$ cat config.mk
export PLATFORM = sky130hd
export DESIGN_NAME = display_scan_ctrl
export DESIGN_NICKNAME = d
export VERILOG_FILES = /design/src/rtl/display_pkg.sv /design/src/rtl/hex7seg.sv /design/src/rtl/display_scan_ctrl.sv
export SDC_FILE = /design/constraint.sdc
export NUM_CORES = 1
export LEC_CHECK = 0
export BUFFER_PORTS_ARGS = -buffer_cell sky130_fd_sc_hd__buf_4
export CORE_UTILIZATION = 48
export DETAILED_ROUTE_END_ITERATION = 16
export PLACE_DENSITY_LB_ADDON = 0.08
export SKIP_LAST_GASP = 1
export SYNTH_ARGS = -nofsm -noshare
export SYNTH_HDL_FRONTEND = slang
export SYNTH_SLANG_ARGS = --single-unit
$ cat constraint.sdc
create_clock -name i_clock -period 3 [get_ports i_clock]
set_input_delay 0.15 -clock i_clock [delete_from_list [all_inputs] [get_ports i_clock]]
set_output_delay 0.15 -clock i_clock [all_outputs]
set_load 0.01 [all_outputs]
$ cat src/rtl/display_pkg.sv
// -----------------------------------------------------------------------------
// display_pkg
// Shared definitions for the multiplexed 7-segment display scanner:
//   - scan_state_t : per-slot phase (blank gap, then digit shown)
//   - SEG_OFF      : all segments dark on active-low segment pins
//   - DIG_OFF      : no digit selected on active-low select pins
//   - HEX_SEG      : active-high segment patterns for hex 0..F (bit 0 = a)
//   - cnt_width    : width of a counter able to hold 0..max(a,b)-1
// -----------------------------------------------------------------------------
package display_pkg;

  typedef enum logic {
    ST_BLANK,
    ST_SHOW
  } scan_state_t;

  localparam logic [6:0] SEG_OFF = 7'h7F;
  localparam logic [3:0] DIG_OFF = 4'hF;

  // Segment order g f e d c b a, so bit 0 is segment a.
  localparam logic [6:0] HEX_SEG [16] = '{
    7'h3F, 7'h06, 7'h5B, 7'h4F,
    7'h66, 7'h6D, 7'h7D, 7'h07,
    7'h7F, 7'h6F, 7'h77, 7'h7C,
    7'h39, 7'h5E, 7'h79, 7'h71
  };

  function automatic int cnt_width(input int a, input int b);
    int m;
    m = (a > b) ? a : b;
    return (m < 2) ? 1 : $clog2(m);
  endfunction

endpackage

$ cat src/rtl/hex7seg.sv
// -----------------------------------------------------------------------------
// hex7seg
// Combinational hex nibble to 7-segment decoder, active-high outputs.
// Ports:
//   nibble : 4-bit hex value to display
//   seg    : 7-bit segment pattern, bit 0 = segment a, 1 = lit
// -----------------------------------------------------------------------------
module hex7seg
  import display_pkg::*;
(
  input  logic [3:0] nibble,
  output logic [6:0] seg
);

  assign seg = HEX_SEG[nibble];

endmodule

$ cat src/rtl/display_scan_ctrl.sv
// -----------------------------------------------------------------------------
// display_scan_ctrl
// Time-multiplexed scanner for a 4-digit common-anode 7-segment display.
// Each digit slot is a BLANK gap of BLANK_CYCLES followed by a SHOW phase of
// SCAN_DIV cycles. New values are staged in a shadow register and committed
// only at frame end so a frame never mixes old and new digits.
// Parameters:
//   SCAN_DIV     : cycles per SHOW phase (2..65535)
//   BLANK_CYCLES : cycles per BLANK phase (1..255)
// Ports:
//   i_clock    : clock, rising edge
//   i_reset    : synchronous active-high reset
//   i_value    : four hex nibbles, [3:0] is digit 0
//   i_load     : one-cycle request to take i_value
//   i_digit_en : per-digit enable, sampled live
//   lcd        : segment pins, active-low, bit 0 = a (registered)
//   digits     : digit select pins, active-low (registered)
//   o_pending  : a loaded value is waiting for frame end
//   o_frame    : one-cycle pulse marking the end of a full scan
// -----------------------------------------------------------------------------
module display_scan_ctrl
  import display_pkg::*;
#(
  parameter int SCAN_DIV     = 12500,
  parameter int BLANK_CYCLES = 2
) (
  input  logic        i_clock,
  input  logic        i_reset,
  input  logic [15:0] i_value,
  input  logic        i_load,
  input  logic [3:0]  i_digit_en,
  output logic [6:0]  lcd,
  output logic [3:0]  digits,
  output logic        o_pending,
  output logic        o_frame
);

  localparam int CNT_W = cnt_width(SCAN_DIV, BLANK_CYCLES);
  localparam logic [CNT_W-1:0] BLANK_LAST = CNT_W'(BLANK_CYCLES - 1);
  localparam logic [CNT_W-1:0] SHOW_LAST  = CNT_W'(SCAN_DIV - 1);

  scan_state_t      state, state_next;
  logic [CNT_W-1:0] cnt, cnt_next;
  logic [1:0]       idx, idx_next;
  logic [15:0]      active, shadow;
  logic             frame_end;
  logic [3:0]       cur_nibble;
  logic [6:0]       cur_seg;
  logic [6:0]       lcd_next;
  logic [3:0]       digits_next;

  assign cur_nibble = active[{idx, 2'b00} +: 4];

  hex7seg u_hex7seg (
    .nibble (cur_nibble),
    .seg    (cur_seg)
  );

  // Phase sequencing and pin decode. The counter restarts at every phase
  // change; frame end is the final SHOW cycle of digit 3.
  always_comb begin
    state_next  = state;
    cnt_next    = cnt + 1'b1;
    idx_next    = idx;
    frame_end   = 1'b0;
    lcd_next    = SEG_OFF;
    digits_next = DIG_OFF;

    case (state)
      ST_BLANK: begin
        if (cnt == BLANK_LAST) begin
          state_next = ST_SHOW;
          cnt_next   = '0;
        end
      end
      ST_SHOW: begin
        if (cnt == SHOW_LAST) begin
          state_next = ST_BLANK;
          cnt_next   = '0;
          idx_next   = idx + 2'd1;
          frame_end  = (idx == 2'd3);
        end
      end
      default: begin
        state_next = ST_BLANK;
        cnt_next   = '0;
      end
    endcase

    // A disabled digit still uses its slot time but stays dark.
    if (state == ST_SHOW && i_digit_en[idx]) begin
      lcd_next    = ~cur_seg;
      digits_next = ~(4'b0001 << idx);
    end
  end

  // State register plus registered pins, so the pins trail the FSM by one
  // cycle. A load landing on the frame-end cycle bypasses the shadow.
  always_ff @(posedge i_clock) begin
    if (i_reset) begin
      state     <= ST_BLANK;
      cnt       <= '0;
      idx       <= 2'd0;
      active    <= 16'h0000;
      shadow    <= 16'h0000;
      o_pending <= 1'b0;
      o_frame   <= 1'b0;
      lcd       <= SEG_OFF;
      digits    <= DIG_OFF;
    end else begin
      state   <= state_next;
      cnt     <= cnt_next;
      idx     <= idx_next;
      o_frame <= frame_end;
      lcd     <= lcd_next;
      digits  <= digits_next;

      if (frame_end) begin
        if (i_load) begin
          active    <= i_value;
          o_pending <= 1'b0;
        end else if (o_pending) begin
          active    <= shadow;
          o_pending <= 1'b0;
        end
      end else if (i_load) begin
        shadow    <= i_value;
        o_pending <= 1'b1;
      end
    end
  end

endmodule
==> impl_metrics.yaml <==
run_status:
  status: "complete, no violations"
placed_design:
  post-dp-hpwl_um: 4203
  portBuffers: 35
  routabilityCongestion: 0.7659
  place_ws_ps: 688.3
  postPlaceCellArea_um2: 3281
critical_path:
  cpMaxStageDelayCell: "and3_1"
  crit_path_max_incr_delay_ps: 680
  path_cells: "or4_4, nor4_4, and3_1, a211oi_1"
  timing.critical_path.buf_inv: 0
  critical_path_class: "flip-flop to flip-flop"
  arrival_ps: 2510
  path_max_fanout: 16
  critical-path-top-delay-family: "simple AND/OR/NAND/NOR gates"
  required_ps: 3190
  crit_path_start_kind: "flip-flop"
  end_kind: "flip-flop"
min_path:
  hold_class: "input pin to flip-flop"
synth:
  yosysTopAreaCellShare_pct: 40.91
  syn-num-nets: 348
  seq_area_frac_synth_pct: 40.91
  synth_ff_type: "dfxtp_1"
  yosys_warnings: 0
  synthArstFlopShare_pct: 0
  yosysUniqueCellTypes: 41
  synth.largest_area_cell: "dfxtp_1"
  ys_ff_latch: 62
  synth.area.top_cells: "dfxtp_1 41%, mux2i_1 5.6%, ha_1 5.4%"
  synth_area_um2: 3034
  synthCells: 312
  avgSynthCellArea_um2: 9.725
  synth_edf_count: 0
power:
  comb_power_share_pct: 9.5
  p_total_mw: 1.680
  cellPowerDensity_nw_per_um2: 487.1
  ir_drop_v: 0.0002800
  clockPowerShare_pct: 38.1
  p_seq_share_pct: 52.4
  p_switching_mw: 0.4387
  power.internal_mw: 1.241
  cellLeakagePower_nw: 1.200
  p_sw_share_pct: 26.12
die:
  die_area_um2: 6643
  initial_core_util_pct: 50.35
  die_y_um: 81.51
  fp.dieW_um: 81.51
  rows: 28
  core_um2: 6026
  io_pins: 36
route:
  drt_iter0_markers: 164
  drt_wl_total_um: 6530
  top_layer: "met4"
  first_pass_iters: 4
  wl_met3_um: 349
  drc: 0
  dr_wl_met2_um: 2988
  post_drt_via_cell_ratio: 5.775
  via_count: 2408
  ant_nets: 0
  wire_per_inst_um: 15.66
  met1_length_um: 3132
cts:
  cts_tree: "done"
  clk_latency_ps: 350
  cts.reportedPaths.clkPinSlew_ps: 70
  post_cts_buffers: 0
  cts_buffers: 9
  clkSinkCount: 62
  cts_root_buf: "clkbuf_8"
  cts_buffer_depth: 2
  htreeDepth: 3
  cts-resized-gates: 0
  hold_buffers: 0
sta:
  slew_viol_final: 0
  worst_slew_pin_slew_ps: 833.4
  layout_setup_ws_ps: 687.1
  period_needed_ps: 2313
  rsz0062_at_grt: "false"
  setup_viol: 0
  fin_hold_ws_ps: 78.05
  tns_ps: 0
  fin_crit_sh_pct: 77.10
  hold_viol: 0
  fmax_ghz: 0.4324
  slew_headroom_pct: 44.02
  finClkSkew_ps: 5.550
final_layout:
  syn_to_final_growth_pct: 13.65
  insertedDiodeCount: 0
  final_layout_size_suffix_gt1_share_pct: 21.35
  design_area_um2: 3448
  mostFrequentLayoutCells: "62 x dfxtp_1, 40 x buf_4, 21 x a21oi_1"
  fin_nets: 373
  layout_commonest_cell: "dfxtp_1"
global_routing:
  grt_max_degree: 40
  grt_usage_pct: 21.21
  antenna_found_initial: 0
  grt_pass1_wl_um: 10620
  grt_pass1_vias: 2249
  overflow: 0
flow_run:
  cap_violations: 0
[routing by layer]
layer | GRT usage [%] | vias to the layer above
li1 | - | 1204
met4 | 8.214 | 0
met2 | 33.33 | 58
met5 | 0 | -
met3 | 7.222 | 6
met1 | 26.63 | 1140
[cell type report]
class	instances	area [µm²]
Fill cell	549	2577
Sequential cell	62	1241
Timing Repair Buffer	40	300.3
Inverter	14	52.55
Tap cell	75	93.84
Clock buffer	12	145.1
Multi-Input combinational cell	210	1593
Clock inverter	4	22.52
[through the flow]
stage / cells / utilization, %
floorplan: 312 / -
global placement: 401 / 54.44
detailed placement: 401 / 54.44
CTS: 417 / 57.23
global route: 417 / 57.23
finish: 417 / 57.23
[sequential cells by signal (all words and copies together), names as in the netlist]
register	cells
state	1
cnt	14
o_pending	1
lcd	7
o_frame	1
active	16
shadow	16
idx	2
digits	4
[synthesized netlist by cell type, types with 3 or more instances]
master,count
inv_1,14
clkbuf_1,15
nor4_1,4
nand2_1,11
buf_2,3
a31oi_1,16
xor2_1,4
buf_4,3
nor3_1,5
a21oi_1,21
o221ai_1,6
nor2_1,18
a211oi_1,10
o211ai_1,15
mux2i_1,17
mux4_2,6
xnor2_1,8
dfxtp_1,62
o21ai_0,19
nand3_1,6
ha_1,13
buf_6,3
a211oi_2,6
nand4_1,5
[worst reg2reg max path, stage by stage, from the launching register on]
cell	delay [ps]
dfxtp_1	340
or4_4	590
nor4_4	390
and3_1	680
a211oi_1	160
[cell families (layout without fill, tap and decap cells)]
kind of cell	count (synthesis)	after routing	synth area share, %
AOI/OAI and AO/OA	98	98	21.73
adders and majority gates	13	13	5.361
and+or+nand+nor	64	64	11.88
buffers and inverters	40	70	6.597
DFF	62	62	40.91
xor gates and xnor gates	12	12	3.464
muxes	23	23	10.06
[power groups by stage]
stage	registers [mW]	logic [mW]	clock network [mW]
after floorplan	0.888	0.109	0
after global placement	0.897	0.158	0
after detailed placement	0.898	0.159	0
after CTS	0.880	0.160	0.659
after global routing	0.886	0.179	0.693
final	0.880	0.159	0.641
[final timing paths]
| path | startpoint | endpoint | slack (ps) | cells after the start |
|---|---|---|---|---|
| max | cnt[8]$_SDFF_PP0_ | active[7]$_SDFFE_PP0P_ | 690 | 4 |
| min | i_value[11] | shadow[11]$_SDFFE_PP0P_ | 80 | 3 |
| max reg2reg | cnt[8]$_SDFF_PP0_ | active[7]$_SDFFE_PP0P_ | 690 | 4 |
| min reg2reg | shadow[8]$_SDFFE_PP0P_ | shadow[8]$_SDFFE_PP0P_ | 480 | 2 |
No activity file was read; power rests on OpenSTA's default activity.
